**config.mk**
```make
export PLATFORM = sky130hd
export DESIGN_NAME = spart_tx
export DESIGN_NICKNAME = d
export VERILOG_FILES = /design/src/rtl/spart_tx.sv
export SDC_FILE = /design/constraint.sdc
export NUM_CORES = 1
export LEC_CHECK = 0
export ABC_AREA = 1
export CAP_MARGIN = 15
export CORE_MARGIN = 2
export CORE_UTILIZATION = 40
export DETAILED_ROUTE_END_ITERATION = 16
export MAX_ROUTING_LAYER = met4
export PLACE_DENSITY = 0.72
export SLEW_MARGIN = 20
export SYNTH_ARGS = -nofsm -noshare
export SYNTH_HDL_FRONTEND = slang
export SYNTH_SLANG_ARGS = --single-unit
export TNS_END_PERCENT = 10
```
**constraint.sdc**
```tcl
create_clock -name clk -period 4.4 [get_ports clk]
set_clock_uncertainty 0.2 [all_clocks]
set_input_delay 0.88 -clock clk [delete_from_list [all_inputs] [get_ports clk]]
set_output_delay 0.88 -clock clk [all_outputs]
set_load 0.02 [all_outputs]
```
**src/rtl/spart_tx.sv**
```systemverilog
// SPART transmitter: double-buffered 8N1 serialiser, LSB first, bit timing
// derived from the oversampled baud enable shared with the receiver.
module spart_tx #(
  parameter int OVERSAMPLE = 16,
  parameter int DATA_W     = 8
) (
  input  logic              clk,
  input  logic              rst,
  input  logic              sample_en,
  input  logic              brg_ready,
  input  logic              tx_load,
  input  logic [DATA_W-1:0] tx_data,
  output logic              tbr,
  output logic              tx_busy,
  output logic              tx_overrun,
  output logic              txd,
  output logic [1:0]        dbg_state
);

  localparam int TW = $clog2(OVERSAMPLE);
  localparam int BW = $clog2(DATA_W) + 1;
  localparam logic [TW-1:0] TICK_MAX = TW'(OVERSAMPLE - 1);
  localparam logic [BW-1:0] BIT_MAX  = BW'(DATA_W - 1);

  typedef enum logic [1:0] {
    IDLE  = 2'd0,
    START = 2'd1,
    DATA  = 2'd2,
    STOP  = 2'd3
  } state_t;

  state_t            r_state;
  state_t            w_state_nxt;
  logic [TW-1:0]     r_tick;
  logic [BW-1:0]     r_bit;
  logic [DATA_W-1:0] r_hold;
  logic [DATA_W-1:0] r_shift;
  logic              r_tbr;
  logic              r_txd;
  logic              r_ovr;
  logic              w_bit_end;
  logic              w_last_bit;
  logic              w_launch;

  // Load handshake: tx_load is a one-cycle valid, tbr is ready. A load with
  // tbr=1 is taken; a load with tbr=0 is dropped and flagged by tx_overrun.
  assign w_bit_end  = sample_en && (r_state != IDLE) && (r_tick == TICK_MAX);
  assign w_last_bit = (r_bit == BIT_MAX);
  assign w_launch   = sample_en && !r_tbr && brg_ready &&
                      ((r_state == IDLE) || ((r_state == STOP) && w_bit_end));

  always_comb begin
    w_state_nxt = r_state;
    case (r_state)
      IDLE:    if (w_launch) w_state_nxt = START;
      START:   if (w_bit_end) w_state_nxt = DATA;
      DATA:    if (w_bit_end && w_last_bit) w_state_nxt = STOP;
      STOP: begin
        if (w_launch)       w_state_nxt = START;
        else if (w_bit_end) w_state_nxt = IDLE;
      end
      default: w_state_nxt = IDLE;
    endcase
  end

  always_ff @(posedge clk or negedge rst) begin
    if (!rst) r_state <= IDLE;
    else      r_state <= w_state_nxt;
  end

  always_ff @(posedge clk or negedge rst) begin
    if (!rst) begin
      r_tick  <= '0;
      r_bit   <= '0;
      r_hold  <= '0;
      r_shift <= '0;
      r_tbr   <= 1'b1;
      r_txd   <= 1'b1;
      r_ovr   <= 1'b0;
    end else begin
      r_ovr <= tx_load && !r_tbr;
      // Launch needs tbr=0 and an accepted load needs tbr=1, so they never collide.
      if (tx_load && r_tbr) begin
        r_hold <= tx_data;
        r_tbr  <= 1'b0;
      end
      if (w_launch) begin
        r_shift <= r_hold;
        r_txd   <= 1'b0;
        r_tbr   <= 1'b1;
        r_tick  <= '0;
      end else begin
        if (sample_en && (r_state != IDLE)) r_tick <= r_tick + TW'(1);
        if (w_bit_end) begin
          case (r_state)
            START: begin
              r_txd <= r_shift[0];
              r_bit <= '0;
            end
            DATA: begin
              if (w_last_bit) begin
                r_txd <= 1'b1;
              end else begin
                r_shift <= r_shift >> 1;
                r_txd   <= r_shift[1];
                r_bit   <= r_bit + BW'(1);
              end
            end
            STOP:    r_txd <= 1'b1;
            default: r_txd <= 1'b1;
          endcase
        end
      end
    end
  end

  assign tbr        = r_tbr;
  assign tx_busy    = (r_state != IDLE);
  assign tx_overrun = r_ovr;
  assign txd        = r_txd;
  assign dbg_state  = r_state;

endmodule

```
==> run metrics, run 1 <==
Main synth FF type dfrtp_1; DPL Wire Length 1900 um; CP max FO 6; GP Congestion between 0.7 and 0.8; fin nets approximately 200; Setup CP Type register to output pin; register area share after synthesis 46.6%; Max-Slew Margin vs Limit approximately three quarters; minimum clock period 2940 ps; crit end category output pin; Cell Chain, Critical Path inv_1 > ha_1 > inv_2 > clkdlybuf4s50_1; die area 4430 um2; postcts setup bufs 0; R2R depth 10; TritonCTS clock tree done; vias per inst 4.77; Worst Tran Pin Value between 300 and 400 ps; Hold WS between 200 and 300 ps; Pleak about 0.86 nW; Setup TNS 0 ps; ANT cells 0; maximum vdd drop roughly 240 uV; RSZ-0062 raised after global routing false; worst flop-to-flop path endpoint r_bit[1]; total of cells resized after clock tree synthesis 0; syn avg cell area 9.65 um2; WP data required between 3000 and 4000 ps; Filler Cell Count roughly 350; placeable core region approximately 3700 um2; Syn Inst Count 162; routed len/inst about 11 um; Die H 66.5 um; GRT Util Overall between 10% and 20%; pin count of the biggest net entering global routing 30; Layout area overhead 19.6%; max cap viols 0; Startpoint Class register; Min-Delay Endpoint r_shift[7]; cts hold-fix bufs 0; Cell Area, Synth approximately 1600 um2; post-place instance area roughly 1800 um2; layout cell share with drive strength beyond 1 between 20 and 30%; Post-synth EDFFs 0; initial antenna violation count 0; Routed Antenna Nets 0; CP Buf/Inv Count 3; std cell rows 22; CTS H-tree depth 2; hold_sp r_hold[7]; Worst EP arrival ~1900 ps; Slew Limit Fails 0; final wirelength approximately 2600 um; power density over cell area roughly 570 nW/um2; cell family with most CP delay buffers and inverters; status complete, no violations; initial DRC count 39; clock latency on the worst-skew pair between 200 and 300 ps; HP Class register to register; Crit. Startpoint dbg_state[0]; Worst-path clk slew approximately 60 ps; Max Fclk between 0.3 and 0.4 GHz; post-synthesis cell type count 27; first-pass GRT wire length 4870 um; Mapped Nets roughly 180; vias post-DR about 1100; Worst path slowest cell clkdlybuf4s50_1; worst r2r src dbg_state[0]; Fin. Hold Viols 0; Cell Count Post-Placement roughly 230; Root Driver clkbuf_8; setup violators final 0; Worst path max stage delay 610 ps; Num Clock Sinks 29; vias in the first global route between 1000 and 1500; drc violations 0; hold-critical path depth 2; Initial Util between 40% and 50%; post-route design area 1870 um2; crit share post-route about two thirds; async set-reset flop share out of synthesis 100%; port buffer count 18; reg2reg setup slack 2390 ps; CTS Buf Count 5; total grt overflow 0; DR pass1 iterations 4; clk buf depth 2; Non-Filler Instances between 200 and 250; Yosys reg bits 29; Yosys warning count 0; total power 1.07 mW; IO Pins 19; Die X around 67 um
## stage by stage
step | util [%] | worst slack (ps)
6_report | 50.3 | 1460
5_1_grt | 50.3 | 1340
4_1_cts | 50.3 | 1430
2_1_floorplan | - | 2270
3_5_place_dp | 47.9 | 1740
3_3_place_gp | 47.9 | 1750
## worst min-delay path, cell delays in order, from the launching register on
cell and delay (ps):
dfrtp_1 350, nand2_2 50, nand2_1 50
## cells by family after synthesis
logic type      synth area share (%)
compound gates                  3.28
xor+xnor                        2.24
fa+ha+maj                       5.60
buf+inv                         5.68
flops                           46.6
mux                             5.76
simple gates                    30.9
## cells in the mapped netlist, types with 3 or more instances
master / instances / area (um2)
inv_1: 10 / 37.5
dfrtp_1: 27 / 676
nand3_2: 7 / 70.1
nor2_1: 11 / 41.3
nand2_2: 11 / 68.8
o21ai_1: 4 / 20.0
ha_1: 7 / 87.6
nand2_1: 28 / 105
xor2_1: 3 / 26.3
nand3_1: 22 / 110
nor2_4: 4 / 45.0
mux2_2: 8 / 90.1
## final cells by class
cell class,count,area (um2),area share (%)
Timing Repair Buffer,19,188,10.0
Clock buffer,8,90.1,4.82
Sequential cell,29,728,38.9
Inverter,14,57.6,3.08
Multi-Input combinational cell,117,747,39.9
Tap cell,48,60.1,3.21
## sequential cells by signal (all words and copies together) (netlist names)
register,cells
r_shift,8
dbg_state,2
r_tick,4
tbr,1
txd,1
r_bit,4
tx_overrun,1
r_hold,8
## how the worst max path moves through the flow
stage                          to  depth (start not counted)
final                     tx_busy                          4
after global routing      tx_busy                          4
after CTS                 tx_busy                          4
after detailed placement  tx_busy                          4
after global placement    tx_busy                          4
after floorplan           tx_busy                          3
## cells in the final DEF, fill, tap and decap left out, types with 3 or more instances in the layout
cell type and n:
nand2_1 28, nor2_4 4, nand3_2 7, inv_1 10
dfrtp_1 27, o21ai_1 4, xor2_1 3, ha_1 7
clkdlybuf4s50_1 18, clkbuf_8 6, mux2_2 8, nand2_2 11
nor2_1 11, nand3_1 22
## layer usage
| layer | routed length (um) | global-route usage, % | vias to the layer above |
|---|---|---|---|
| li1 | - | - | 574 |
| met1 | 1330 | 19.3 | 518 |
| met2 | 1150 | 22.0 | 21 |
| met3 | 105 | 5.57 | 7 |
| met4 | 59 | 6.89 | 0 |
| met5 | 0 | - | - |
## power breakdown
| group | switching, mW | internal, mW | total [mW] |
|---|---|---|---|
| clock | 0.0951 | 0.127 | 0.222 |
| sequential | 0.0761 | 0.372 | 0.448 |
| combinational | 0.219 | 0.181 | 0.400 |
(Power assumes the default switching activity.)
==> run 2, diff against run 1 <==
Settings changed: PLACE_DENSITY 0.72 to 0.74.
Clock period 4.4 ns to 2.7 ns, I/O delays scaled along.
==> run 2 against run 1 <==
  * Worst hold slack improved by 3.2 ps
  * Register-to-register slack got worse by 1700 ps
  * First-iteration DRC count is 5.1% higher
  * Die area unchanged
  * Clock power up 50%
  * Non-clock buffer count unchanged
==> run metrics, run 2 (same netlist as run 1, synthesis figures left out) <==
layout cell share with drive strength beyond 1 25.1% (was 25.7%); Fin. Hold Viols 0 (unchanged); Setup TNS 0 ps (unchanged); power density over cell area 923 nW/um2 (was 572 nW/um2); total power 1.72 mW (was 1.07 mW); Max Fclk slightly below 0.4 GHz; CP max FO 6 (unchanged); WP data required 1960 ps (was 3320 ps); Worst-path clk slew 60 ps (about the same); hold_sp r_hold[0] (was r_hold[7]); minimum clock period 2590 ps; post-place instance area 1780 um2 (unchanged); post-route design area 1860 um2 (was 1870 um2); total grt overflow 0 (unchanged); CTS Buf Count 5 (unchanged); postcts setup bufs 0 (unchanged); die area 4430 um2 (unchanged); vias per inst 4.86 (was 4.77); worst r2r src dbg_state[0] (unchanged); Setup WS pre-CTS 381 ps (was 1740 ps); clock latency on the worst-skew pair 280 ps (about the same); GP Congestion 0.822 (was 0.789); Routed Antenna Nets 0 (unchanged); final wirelength 2640 um (about the same); crit share post-route around 96%; total of cells resized after clock tree synthesis 0 (unchanged); Hold WS 288 ps (was 284 ps); Die X 66.5 um (unchanged); Setup CP Type register to output pin (unchanged); max cap viols 0 (unchanged); RSZ-0062 raised after global routing false (unchanged); Pleak 0.853 nW (was 0.859 nW); port buffer count 18 (unchanged); setup violators final 0 (unchanged); status complete, no violations (unchanged); initial DRC count 41 (was 39); clk buf depth 2 (unchanged); Cell Chain, Critical Path inv_1 > ha_1 > inv_2 > clkdlybuf4s50_1 (unchanged); Largest regs r_hold (8), r_shift (8) (unchanged); ANT cells 0 (unchanged); Worst Tran Pin Value 361 ps (was 365 ps); Num Clock Sinks 29 (unchanged); most frequent cells in the layout 28 x nand2_1, 27 x dfrtp_1, 22 x nand3_1, 18 x clkdlybuf4s50_1 (unchanged); Worst EP arrival 1850 ps (was 1860 ps); Worst path max stage delay 610 ps (about the same); cts hold-fix bufs 0 (unchanged); HP Class register to register (unchanged); IO Pins 19 (unchanged); std cell rows 22 (unchanged); Root Driver clkbuf_8 (unchanged); post-layout util 50.1% (was 50.3%); R2R depth 10 (unchanged); post-route worst setup slack 107 ps (was 1460 ps); crit end category output pin (unchanged); Initial Util 42.1% (unchanged); DR pass1 iterations 5 (was 4); maximum vdd drop 488 uV (was 235 uV); Startpoint Class register (unchanged); Layout area overhead 19.0% (was 19.6%); hold-critical path depth 2 (unchanged); drc violations 0 (unchanged); pin count of the biggest net entering global routing 30 (unchanged); CTS H-tree depth 2 (unchanged); vias post-DR 1142 (was 1120); most common cell after layout, fill and taps aside nand2_1 (unchanged); worst flop-to-flop path endpoint r_bit[1] (unchanged); Cell Count Post-Placement 227 (unchanged); routed len/inst 11.2 um (about the same); initial antenna violation count 0 (unchanged); Max-Slew Margin vs Limit 75.9% (was 75.7%); DPL Wire Length 1930 um (was 1900 um); reg2reg setup slack 730 ps (was 2390 ps); Worst path slowest cell clkdlybuf4s50_1 (unchanged); GRT Util Overall 14.6% (was 15.3%); Non-Filler Instances 235 (unchanged); placeable core region 3720 um2 (unchanged); Min-Delay Endpoint r_shift[0] (was r_shift[7]); Slew Limit Fails 0 (unchanged); Die H 66.5 um (unchanged); first-pass GRT wire length 4510 um (was 4870 um); fin nets 206 (unchanged); vias in the first global route 1014 (was 1099); TritonCTS clock tree done (unchanged)
-- run 2: report_power, final --
group	internal, mW	switching, mW	total (mW)	leakage [nW]
Sequential	0.606	0.122	0.728	0.362
Clock	0.182	0.150	0.333	0.0395
Combinational	0.296	0.361	0.657	0.452
Total	1.08	0.633	1.72	0.853
-- run 2: worst max-delay path by stage --
stage,slack [ps],cells past startpoint,endpoint,from
floorplan,710,10,r_bit[3],dbg_state[0]
global placement,390,4,tx_busy,dbg_state[0]
detailed placement,380,4,tx_busy,dbg_state[0]
CTS,70,4,tx_busy,dbg_state[0]
global route,2,4,tx_busy,dbg_state[0]
finish,110,4,tx_busy,dbg_state[0]
-- run 2: worst max-delay path, delay by kind of cell, from the launching register on --
family	cells	cell delay, ps
buffers and inverters	3	860
flip-flops	1	430
adder cells (fa/ha/maj)	1	290
-- run 2: final cells by class --
type | instances | area, um2
Inverter | 14 | 57.6
Multi-Input combinational cell | 117 | 747
Tap cell | 48 | 60.1
Timing Repair Buffer | 19 | 188
Sequential cell | 29 | 728
Clock buffer | 8 | 80.1
Fill cell | 361 | 1860
-- run 2: per-layer routing --
metal | track usage (%) | part of all wire [%] | up-vias
met5 | - | 0 | -
met4 | 9.18 | 1.5 | 0
met3 | 4.56 | 4.2 | 4
met2 | 21.3 | 47 | 25
met1 | 17.5 | 47 | 533
li1 | - | - | 580
==> run 3, diff against run 2 <==
Settings changed: CORE_MARGIN 2 to 5, SLEW_MARGIN 20 to 5.
==> run 3 against run 2 <==
  * Setup slack improved by 37 ps
  * Die area rose by 19%
  * Final cell count unchanged
  * Critical path depth is the same
  * Final area is essentially flat
  * Combinational power hardly changed
  * Via count is 3.2% lower
  * Clock power about the same
==> run metrics, run 3 (same netlist as run 1, synthesis figures left out) <==
Pleak 0.852 nW (was 0.853 nW); CP max FO 6 (unchanged); setup violators final 0 (unchanged); pin count of the biggest net entering global routing 30 (unchanged); vias post-DR 1105 (was 1142); Root Driver clkbuf_8 (unchanged); Worst EP arrival 1820 ps (was 1850 ps); Worst Tran Pin Value 355 ps (was 361 ps); postcts setup bufs 0 (unchanged); port buffer count 18 (unchanged); Startpoint Class register (unchanged); area of the multi-input gates 747 um2 (unchanged); initial DRC count 91 (was 41); Cell Count Post-Placement 227 (unchanged); routed len/inst 11.5 um (was 11.2 um); maximum vdd drop 428 uV (was 488 uV); register area 729 um2 (was 728 um2); Worst-path clk slew 60 ps (about the same); Die X 72.5 um (was 66.5 um); Die H 72.5 um (was 66.5 um); RSZ-0062 raised after global routing false (unchanged); total power 1.72 mW (about the same); Num Clock Sinks 29 (unchanged); WP data required 1960 ps (about the same); DPL Wire Length 2000 um (was 1930 um); std cell rows 22 (unchanged); Max Fclk 0.391 GHz (was 0.386 GHz); drc violations 0 (unchanged); Filler Cell Count 360 (was 361); most frequent cells in the layout 28 x nand2_1, 26 x dfrtp_1, 22 x nand3_1, 18 x clkdlybuf4s50_1 (was 28 x nand2_1, 27 x dfrtp_1, 22 x nand3_1, 18 x clkdlybuf4s50_1); fin nets 206 (unchanged); reg2reg setup slack 750 ps (was 730 ps); total grt overflow 0 (unchanged); IO Pins 19 (unchanged); power density over cell area 925 nW/um2 (was 923 nW/um2); status complete, no violations (unchanged); Slew Limit Fails 0 (unchanged); minimum clock period 2560 ps (was 2590 ps); crit share post-route 94.7% (was 96.0%); DR pass1 iterations 4 (was 5); CTS H-tree depth 2 (unchanged); Initial Util 42.1% (unchanged); GRT Util Overall 12.2% (was 14.6%); post-place instance area 1780 um2 (unchanged); vias per inst 4.70 (was 4.86); post-route design area 1860 um2 (about the same); max cap viols 0 (unchanged); GRT Max-Usage Layer met2 (unchanged); TritonCTS clock tree done (unchanged); Max-Slew Margin vs Limit 76.3% (was 75.9%); clock latency on the worst-skew pair 270 ps (was 280 ps); Layout area overhead 19.0% (about the same); clk buf depth 2 (unchanged); crit end category output pin (unchanged); vias in the first global route 1074 (was 1014); placeable core region 3720 um2 (unchanged); ANT cells 0 (unchanged); first-pass GRT wire length 4770 um (was 4510 um); die area 5260 um2 (was 4430 um2); cts hold-fix bufs 0 (unchanged); Setup CP Type register to output pin (unchanged); most common cell after layout, fill and taps aside nand2_1 (unchanged); Non-Filler Instances 235 (unchanged); grt met1 use 14.9% (was 17.5%); GP Congestion 0.890 (was 0.822); CTS Buf Count 5 (unchanged); initial antenna violation count 0 (unchanged); Largest regs r_hold (8), r_shift (8) (unchanged); Setup TNS 0 ps (unchanged); Routed Antenna Nets 0 (unchanged); HP Class register to register (unchanged); Hold WS 285 ps (was 288 ps); layout cell share with drive strength beyond 1 25.7% (was 25.1%); met3 global-route usage 4.71% (was 4.56%); global-route met2 utilization 18.4% (was 21.3%); final wirelength 2700 um (was 2640 um); Fin. Hold Viols 0 (unchanged)
## run 3: cell type report
type / count / share of cell area [%]
Inverter: 14 / 3.09
Tap cell: 48 / 3.23
Sequential cell: 29 / 39.2
Clock buffer: 8 / 4.30
Multi-Input combinational cell: 117 / 40.1
Timing Repair Buffer: 19 / 10.1
## run 3: path summary, 6_finish.rpt
path,depth (start not counted),start,endpoint
setup / recovery,4,dbg_state[1],tx_busy
hold / removal,2,r_hold[7],r_shift[7]
setup reg to reg,10,dbg_state[1],r_bit[1]
hold reg to reg,2,r_hold[7],r_shift[7]
max in group asynchronous,2,rst,tbr
min in group asynchronous,2,rst,r_hold[2]
## run 3: critical path, cell delays in order, from the launching register on
cell,delay (ps)
dfrtp_1,430
inv_1,110
ha_1,260
inv_2,130
clkdlybuf4s50_1,610
## run 3: routing by layer
layer  wire length [um]  up-vias
met5                  0        -
met4                  8        0
met3                137        2
met2               1290       22
met1               1260      509
li1                   -      572
## run 3: where the power goes
part / total (mW) / switching [mW] / internal (mW)
sequential: 0.731 / 0.123 / 0.607
clock: 0.331 / 0.148 / 0.183
combinational: 0.660 / 0.365 / 0.295
total: 1.72 / 0.637 / 1.09
## run 3: stage by stage
step                setup WS (ps)  util [%]
finish                        143      50.1
global route                 26.1      50.1
CTS                          60.4      50.1
detailed placement            365      47.9
global placement              368      47.9
floorplan                     712         -
## run 3: timing repair
item	4_1_cts	5_1_grt
hold endpoints to repair	0	0
resized for setup	0	1
setup endpoints to repair	0	1
